$ cat config.mk
export PLATFORM = sky130hd
export DESIGN_NAME = uart_tx_fifo
export DESIGN_NICKNAME = d
export VERILOG_FILES = /design/src/rtl/uart_tx_fifo.sv
export SDC_FILE = /design/constraint.sdc
export NUM_CORES = 1
export LEC_CHECK = 0
export BUFFER_PORTS_ARGS = -buffer_cell sky130_fd_sc_hd__buf_2
export CAP_MARGIN = 20
export CORE_MARGIN = 2
export CORE_UTILIZATION = 54
export DETAILED_ROUTE_END_ITERATION = 16
export PLACE_DENSITY = 0.81
export SLEW_MARGIN = 0
export SYNTH_ARGS = -nofsm -noshare
export SYNTH_HDL_FRONTEND = slang
export SYNTH_SLANG_ARGS = --single-unit
$ cat constraint.sdc
create_clock -name i_clk -period 2.39 [get_ports i_clk]
set_clock_uncertainty 0.1 [all_clocks]
set_input_delay 0.478 -clock i_clk [delete_from_list [all_inputs] [get_ports i_clk]]
set_output_delay 0.478 -clock i_clk [all_outputs]
set_load 0.02 [all_outputs]
$ cat src/rtl/uart_tx_fifo.sv
// UART transmitter fed by a small word FIFO; frames go out back-to-back while data is queued.
// Latency: a word pushed into an empty FIFO while idle pops on the next edge and the start bit begins there.
// Backpressure: o_ready drops only when the FIFO is full; a same-cycle pop does not re-open it.
module uart_tx_fifo #(
  parameter int clk_freq_hz = 48000000,
  parameter int baud_rate   = 57600,
  parameter int data_bits   = 8,
  parameter int parity      = 0,
  parameter int stop_bits   = 1,
  parameter int fifo_depth  = 4
) (
  input  logic                          i_clk,
  input  logic                          i_rst,
  input  logic [data_bits-1:0]          i_data,
  input  logic                          i_valid,
  output logic                          o_ready,
  output logic                          o_uart_tx,
  output logic                          o_busy,
  output logic [$clog2(fifo_depth):0]   o_level
);

  localparam int DIV = clk_freq_hz / baud_rate;
  localparam int CW  = (DIV >= 2) ? $clog2(DIV) : 1;
  localparam int AW  = $clog2(fifo_depth);

  localparam logic [CW-1:0] BAUD_LAST  = CW'(DIV - 1);
  localparam logic [3:0]    DATA_LAST  = 4'(data_bits - 1);
  localparam logic [3:0]    STOP_LAST  = 4'(stop_bits - 1);
  localparam logic [AW:0]   LEVEL_FULL = (AW+1)'(fifo_depth);

  // Reject parameter sets the datapath cannot represent.
  if (DIV < 2) begin : g_bad_div
    $error("uart_tx_fifo: clk_freq_hz/baud_rate must be at least 2");
  end
  if (data_bits < 5 || data_bits > 9) begin : g_bad_bits
    $error("uart_tx_fifo: data_bits must be 5..9");
  end
  if (parity < 0 || parity > 2) begin : g_bad_par
    $error("uart_tx_fifo: parity must be 0, 1 or 2");
  end
  if (stop_bits < 1 || stop_bits > 2) begin : g_bad_stop
    $error("uart_tx_fifo: stop_bits must be 1 or 2");
  end
  if (fifo_depth < 2 || (1 << AW) != fifo_depth) begin : g_bad_depth
    $error("uart_tx_fifo: fifo_depth must be a power of two >= 2");
  end

  typedef enum logic [2:0] {S_IDLE, S_START, S_DATA, S_PARITY, S_STOP} state_t;

  logic [data_bits-1:0] r_mem [fifo_depth];
  logic [AW-1:0]        r_wr_ptr;
  logic [AW-1:0]        r_rd_ptr;
  logic [AW:0]          r_level;

  state_t               r_state;
  logic [CW-1:0]        r_baud_cnt;
  logic [3:0]           r_bit_cnt;
  logic [data_bits-1:0] r_shift;
  logic                 r_par;
  logic                 r_tx;

  logic                 w_push;
  logic                 w_pop;
  logic                 w_nonempty;
  logic                 w_baud_done;
  logic                 w_last_stop;
  logic [data_bits-1:0] w_head;

  assign w_nonempty  = (r_level != '0);
  assign w_baud_done = (r_baud_cnt == BAUD_LAST);
  assign w_last_stop = (r_state == S_STOP) && w_baud_done && (r_bit_cnt == STOP_LAST);
  // The head leaves the FIFO only when the shifter is free: idle, or the last stop bit is ending.
  assign w_pop       = w_nonempty && ((r_state == S_IDLE) || w_last_stop);
  assign w_push      = i_valid && o_ready;
  assign w_head      = r_mem[r_rd_ptr];

  assign o_ready   = (r_level != LEVEL_FULL);
  assign o_level   = r_level;
  assign o_busy    = (r_state != S_IDLE) || w_nonempty;
  assign o_uart_tx = r_tx;

  // FIFO storage; stray writes during reset are harmless because the pointers are held.
  always_ff @(posedge i_clk) begin
    if (w_push) r_mem[r_wr_ptr] <= i_data;
  end

  // FIFO pointers and occupancy; pointers wrap naturally at the power-of-two depth.
  always_ff @(posedge i_clk or posedge i_rst) begin
    if (i_rst) begin
      r_wr_ptr <= '0;
      r_rd_ptr <= '0;
      r_level  <= '0;
    end else begin
      if (w_push) r_wr_ptr <= r_wr_ptr + 1'b1;
      if (w_pop)  r_rd_ptr <= r_rd_ptr + 1'b1;
      case ({w_push, w_pop})
        2'b10:   r_level <= r_level + 1'b1;
        2'b01:   r_level <= r_level - 1'b1;
        default: r_level <= r_level;
      endcase
    end
  end

  // Frame sequencer: each bit holds for DIV clocks, line value registered with the state.
  always_ff @(posedge i_clk or posedge i_rst) begin
    if (i_rst) begin
      r_state    <= S_IDLE;
      r_baud_cnt <= '0;
      r_bit_cnt  <= '0;
      r_shift    <= '0;
      r_par      <= 1'b0;
      r_tx       <= 1'b1;
    end else begin
      r_baud_cnt <= w_baud_done ? '0 : r_baud_cnt + 1'b1;
      if (w_pop) begin
        r_shift    <= w_head;
        r_par      <= (parity == 1) ? ~^w_head : ^w_head;
        r_state    <= S_START;
        r_bit_cnt  <= '0;
        r_baud_cnt <= '0;
        r_tx       <= 1'b0;
      end else begin
        case (r_state)
          S_IDLE: begin
            r_baud_cnt <= '0;
            r_tx       <= 1'b1;
          end
          S_START: if (w_baud_done) begin
            r_state   <= S_DATA;
            r_bit_cnt <= '0;
            r_tx      <= r_shift[0];
          end
          S_DATA: if (w_baud_done) begin
            if (r_bit_cnt == DATA_LAST) begin
              r_bit_cnt <= '0;
              if (parity != 0) begin
                r_state <= S_PARITY;
                r_tx    <= r_par;
              end else begin
                r_state <= S_STOP;
                r_tx    <= 1'b1;
              end
            end else begin
              r_bit_cnt <= r_bit_cnt + 1'b1;
              r_shift   <= r_shift >> 1;
              r_tx      <= r_shift[1];
            end
          end
          S_PARITY: if (w_baud_done) begin
            r_state   <= S_STOP;
            r_bit_cnt <= '0;
            r_tx      <= 1'b1;
          end
          S_STOP: if (w_baud_done) begin
            if (r_bit_cnt == STOP_LAST) begin
              r_state   <= S_IDLE;
              r_bit_cnt <= '0;
              r_tx      <= 1'b1;
            end else begin
              r_bit_cnt <= r_bit_cnt + 1'b1;
            end
          end
          default: begin
            r_state <= S_IDLE;
            r_tx    <= 1'b1;
          end
        endcase
      end
    end
  end

endmodule
* Word-level counts from Yosys, hierarchy flattened
Memory sizes are Yosys's and may differ from the RTL's.
Index checks and enable logic that the tools add are counted.
W data, S select, Z words.
** Operators by class
- Add/subtract/negate cells :: 6
- Multiply operators :: 0
- Div/mod/pow operators :: 0
- Order comparisons :: 0
- Eq/ne operators :: 18
- Shift operators :: 0
- Multiplexer cells :: 33
- Bitwise logic cells :: 0
- Reductions and logical operators :: 19
** Operators with widths (count)
- $mux W8 :: 4
- $mux W10 :: 3
- $mux W4 :: 6
- $mux W3 :: 7
- $ne A3 B3 Y1 const B :: 6
- $pmux W3 S5 :: 1
- $pmux W4 S3 :: 1
- $add A10 B1 Y10 const B :: 1
- $eq A10 B10 Y1 const B :: 1
- $mux W1 :: 9
- $reduce_and A7 Y1 :: 1
- $eq A3 B2 Y1 const B :: 2
- $pmux W3 S2 :: 1
- $reduce_bool A2 Y1 :: 3
- $reduce_bool A3 Y1 :: 2
- $reduce_and A5 Y1 :: 1
- $add A2 B1 Y2 const B :: 2
- $add A4 B1 Y4 const B :: 1
- $eq A4 B3 Y1 const B :: 1
- $logic_and A1 B1 Y1 :: 4
- $logic_not A4 Y1 :: 1
- $ne A2 B2 Y1 const B :: 2
- $pmux W1 S4 :: 1
- $reduce_and A4 Y1 :: 1
- other kinds (13) :: 14
** Word-level totals
- Register bits after elaboration :: 33
- Bits in latches :: 0
- Memory bits (writable) :: 32
- Memory bits (read-only) :: 0
- Output and inout bits :: 6
- Memories kept :: 1
** Memories
- r_mem :: words 4, bits a word 8, rd ports 1, clocked after memory_dff 0, write ports 1, RTL line 50 : logic [data_bits-1:0] r_mem [fifo_depth];

* Longest topological paths before layout
- Depth in word-level cells :: 7
- Mapped depth :: 13
- Depth with buffers taken out :: 12

* Least setup slack after synthesis
OpenSTA, ideal clock, no wires.
- Kind :: reg2reg
- Start :: reg r_bit_cnt[0]
- End :: reg r_level[2], in the netlist o_level[2]
- Library setup time :: 80 ps
- Arrival :: 2463 ps
- Required time :: 2210 ps
- Slack :: -253 ps
- Cell stages (with the launch flop) :: 14
- Buffers on the path :: 1
- Clock period less this slack :: 2643 ps
- Path through :: dfrtp_1 -> inv_1 -> ha_1 -> nor3b_1 -> a41o_1 -> buf_6 -> nand2_4 -> inv_2 -> ha_1 -> inv_1 -> fa_1 -> xor2_1 -> nor2_1 -> xor2_1
** On the way
- Word-level cells in the longest chain between the ends :: 6
- Elaborated cells between the ends (all ways) :: 8
- Those cells by class :: 2 x eq/ne; 1 x mux; 5 x reduce/logical
** Ends and longest elaborated chain
- from (decl) :: RTL line 57 : logic [3:0] r_bit_cnt;
- from (signal assigned) :: RTL line 144 : r_bit_cnt <= r_bit_cnt + 1'b1;
- from (signal assigned) :: RTL line 160 : r_bit_cnt <= r_bit_cnt + 1'b1;
- $logic_not A4 Y1 * :: RTL line 71 : assign w_last_stop = (r_state == S_STOP) && w_baud_done && (r_bit_cnt == STOP_LAST);
- $logic_and A1 B1 Y1 * :: RTL line 71
- $logic_or A1 B1 Y1 * :: RTL line 73 : assign w_pop = w_nonempty && ((r_state == S_IDLE) || w_last_stop);
- $logic_and A1 B1 Y1 * :: RTL line 73
- $eq A2 B1 Y1 / $eq A2 B2 Y1 (equally long branches) :: RTL line 96 : case ({w_push, w_pop})
- $pmux W3 S2 / $reduce_bool A2 Y1 (equally long branches)
- to (signal assigned) :: RTL line 97 : 2'b10: r_level <= r_level + 1'b1;
- to (signal assigned) :: RTL line 98 : 2'b01: r_level <= r_level - 1'b1;
- to (signal assigned) :: RTL line 99 : default: r_level <= r_level;
- to (decl) :: RTL line 53 : logic [AW:0] r_level;
Every way passes the cells marked *; elsewhere a longest branch is shown, timed or not.
A chain may end at the register's enable or synchronous reset.

* Worst setup path in the final report
- Start :: reg r_bit_cnt[1]
- End :: reg r_level[2], in the netlist o_level[2]
Same word-level chain as after synthesis.

==> results.md <==
Cells and area:
- The signed area change from the synthesized netlist to the final layout is 17.1%.
- The net count of the finished layout is 287.
- The number of inserted filler cells in the final layout is 408.
- The library cells used most frequently in the layout, excluding fill and tap cells, are dfrtp_1 (32), edfxtp_1 (32), nor2_1 (17), buf_4 (17), buf_2 (16).
- The repair_antennas step left the layout with diodes totalling 0.
- The fraction of final layout cells sized beyond drive strength 1 is 28.4%.

Setup path:
- At the worst endpoint, the required time is 2.52 ns.
- The startpoint class of the critical path is a flop.
- The critical path class is reg -> reg.
- In this run the worst path has a maximum fanout of 4.
- The arrival time of the worst setup path is 2.47 ns.
- The endpoint type of the worst setup path is a flop.

Logic synthesis:
- Counting flops with a built-in enable in the synthesized netlist gives 32.
- The cell count after synthesis is 232.
- The share of the Yosys chip area taken by registers is 58.9%.
- The count of state elements after synthesis is 65.
- Counting flops with an async set or reset pin after synthesis yields a share of 50.8%.
- The number of distinct library cells after synthesis is 52.
- The net count after synthesis is 253.
- The most used flip-flop cell after synthesis is edfxtp_1.
- The Yosys step of the flow raised 0 warnings.
- The mapped netlist covers 0.00303 sq mm.
- Dividing the synthesized area by the synthesized cell count gives 13.1 sq um.

Timing:
- The normalized max-slew margin is 69.4%.
- The final-report setup violation count is 0.
- The final critical path takes up 97.9% of the cycle.
- At the pin with the least slew margin, the transition time is 0.458 ns.
- The max-slew violation count is 0.
- Across all setup checks in the final design, the least slack found is 0.0492 ns.
- The top achievable clock speed is 427 MHz.
- The final period demand of the worst path is 2.34 ns.
- Setup repair after global routing could not meet its margin everywhere.
- The number of hold violations in the final report came to 0.
- Across all hold checks on the routed design, the worst slack comes to 0.116 ns.

Hold path:
- The type of the most critical hold path is in -> async.

Placed design:
- OpenSTA, run right after detailed placement, puts the worst setup slack at 0.0181 ns.
- After legalization and detailed placement, the total HPWL measured 3570 um.
- The placer congestion estimate is 0.911.
- Buffers placed on the I/O ports in this run total 16.

Power and ir drop:
- In this run, flip-flops and latches consume 43.7% of the power.
- The switching share of total power is 31.7%.
- In this run the power spent charging and discharging nets is 1.24 mW.
- The maximum ir drop on the vdd rail is 0.590 mV.
- The design internal power is 2.66 mW.
- The share of total power in combinational logic is 29.4%.
- Overall power consumption after layout is estimated at 3.89 mW.
- Power spread over the standard cell area amounts to 1100 mW/mm^2.
- The leakage power is 1.45 nW.
- The share of total power in the clock network is 27.0%.

GRT:
- The pin count of the biggest net entering global routing is 34.
- The initial antenna violation count is 0.
- Global routing used 18.9% of the available tracks across all layers.
- The via count of the first global-routing pass is 1875.
- After global routing the overflow that remains totals 0.
- The first global-routing pass estimated 8850 um of wire.

Floorplan:
- The die covers 0.00623 sq mm.
- Measured along the y axis, the die boundary spans 79.0 um.
- The core region is 0.00547 sq mm.
- The standard-cell row count is 27.
- The top-level I/O count is 17.
- The die extent in x is 79.0 um.
- For this configuration, the core starts out at a cell density of 55.4%.

Routing:
- The pre-antenna-repair detailed-routing pass consisted of 4 iterations.
- The detailed router's first-iteration violation count is 153.
- For this block, the routed nets add up to 5340 um of wire.
- The average detailed-routed wire length per instance is 15.6 um.
- In the routed design, unresolved DRC markers number 0.
- After detailed routing, the number of vias per cell comes to 5.55.
- The count of vias placed by the detailed router is 1903.
- The detail route stage leaves a number of antenna-violating nets equal to 0.

Clocking:
- The later pin in the worst-skew pair is clocked with a latency of 0.34 ns.
- The TritonCTS sink count is 65.
- Counting along the longest clock path gives a buffer depth of 2.
- In this run, post-CTS hold repair placed 0 buffers.
- TritonCTS built the clock tree.
- The buffer type at the clock tree root is clkbuf_8.
- The number of buffers inserted during clock tree synthesis is 9.
- The clock input transition at the sequential cells of the worst setup and hold paths is 0.08 ns.
- The deepest level of the CTS H-tree is 3.

Job:
- The tool flagged a number of max-cap violations equal to 0.

Outcome:
- The run finished with clean final reports.
[final cells by class]
| class | instances | area [sq um] | share of cell area [%] |
|---|---|---|---|
| clock buffers | 9 | 124 | 3.49 |
| clock inverters | 7 | 101 | 2.85 |
| inverters | 15 | 61.3 | 1.73 |
| multi-input cells | 142 | 1180 | 33.2 |
| flip-flops and latches | 65 | 1790 | 50.3 |
| well taps | 72 | 90.1 | 2.54 |
| repair buffers | 33 | 208 | 5.85 |
[critical path: stages (launching register included)]
cell and delay, ns:
dfrtp_1 0.42, inv_2 0.09, ha_4 0.11, nor3b_4 0.18, a41o_1 0.27, nand2_4 0.09, inv_6 0.08, ha_4 0.13
inv_2 0.04, fa_2 0.34, xor2_1 0.16, nor2_1 0.07, xor2_1 0.15
[flip-flops by register name (all words and copies together), names as in the netlist]
signal and count:
r_wr_ptr 2, o_uart_tx 1, r_bit_cnt 4, r_mem 32, r_baud_cnt 10, r_state 3, r_shift 8, o_level 3
r_rd_ptr 2
[through the flow]
| step | std cells | instance area [sq um] | util (%) | setup TNS, ns |
|---|---|---|---|---|
| 3_3_place_gp | 321 | 3260 | 59.5 | 0 |
| 3_5_place_dp | 321 | 3260 | 59.5 | 0 |
| 5_1_grt | 343 | 3550 | 64.9 | -0.123 |
| 6_report | 343 | 3550 | 64.9 | 0 |
| 2_1_floorplan | 232 | 3070 | - | -0.00551 |
| 4_1_cts | 337 | 3480 | 63.6 | 0 |
[Yosys cell counts, types with 2 or more instances]
cell	count	share of area (%)
nand2_1	11	1.4
and2_1	2	0.41
nor3b_1	3	0.74
dfrtp_1	32	26
nor2_1	17	2.1
ha_1	9	3.7
xor2_1	4	1.2
a221o_1	7	2.3
and3_1	11	2.3
o31ai_1	2	0.49
nand3_1	9	1.5
nand2b_1	2	0.41
buf_6	3	1.1
buf_2	5	0.82
inv_1	14	1.7
o21ai_0	6	0.99
nor3_1	6	0.99
mux4_2	8	5.9
a21oi_1	6	0.99
o211ai_1	3	0.74
edfxtp_1	32	32
xnor2_1	10	2.9
[what timing repair did]
item	4_1_cts	5_1_grt
gates cloned	0	0
endpoints found under the setup margin	1	1
pin swaps	1	7
gates resized for setup	0	9
buffers inserted	0	6
[routing by layer]
| layer | global-route usage [%] | vias to the layer above | part of all wire [%] |
|---|---|---|---|
| met4 | 6.72 | 0 | 1.8 |
| met3 | 5.91 | 11 | 3.8 |
| met5 | 0 | - | 0 |
| met1 | 25.0 | 925 | 46 |
| li1 | - | 929 | - |
| met2 | 29.8 | 38 | 48 |
[path summary, 6_finish.rpt]
check                             start  depth (start not counted)  slack [ns]             to
max                        r_bit_cnt[1]                         12        0.05     o_level[2]
min                               i_rst                          3        0.12  r_baud_cnt[7]
max reg2reg                r_bit_cnt[1]                         12        0.05     o_level[2]
min reg2reg                  o_level[0]                          1        0.41     o_level[0]
max in group asynchronous         i_rst                          3        1.73      o_uart_tx
min in group i_clk            i_data[7]                          1        0.25    r_mem[2][7]
[power by group through the flow]
stage / Combinational (mW) / Clock, mW / Sequential, mW
4_1_cts: 1.12 / 1.06 / 1.70
5_1_grt: 1.29 / 1.13 / 1.73
3_3_place_gp: 1.08 / 0 / 1.71
2_1_floorplan: 0.820 / 0 / 1.69
6_report: 1.14 / 1.05 / 1.70
3_5_place_dp: 1.12 / 0 / 1.72
[kinds of logic (layout without fill, tap and decap cells)]
family	after synthesis	count (layout)	share of synthesized area, %
AO/OA/AOI/OAI	35	35	8.83
XOR/XNOR	14	14	4.04
adder cells (fa/ha/maj)	10	10	4.37
buffers and inverters	25	64	4.04
flip-flops	65	65	58.9
multiplexers	9	9	6.31
AND/OR/NAND/NOR	74	74	13.5
Power figures use the tool's default switching activity.
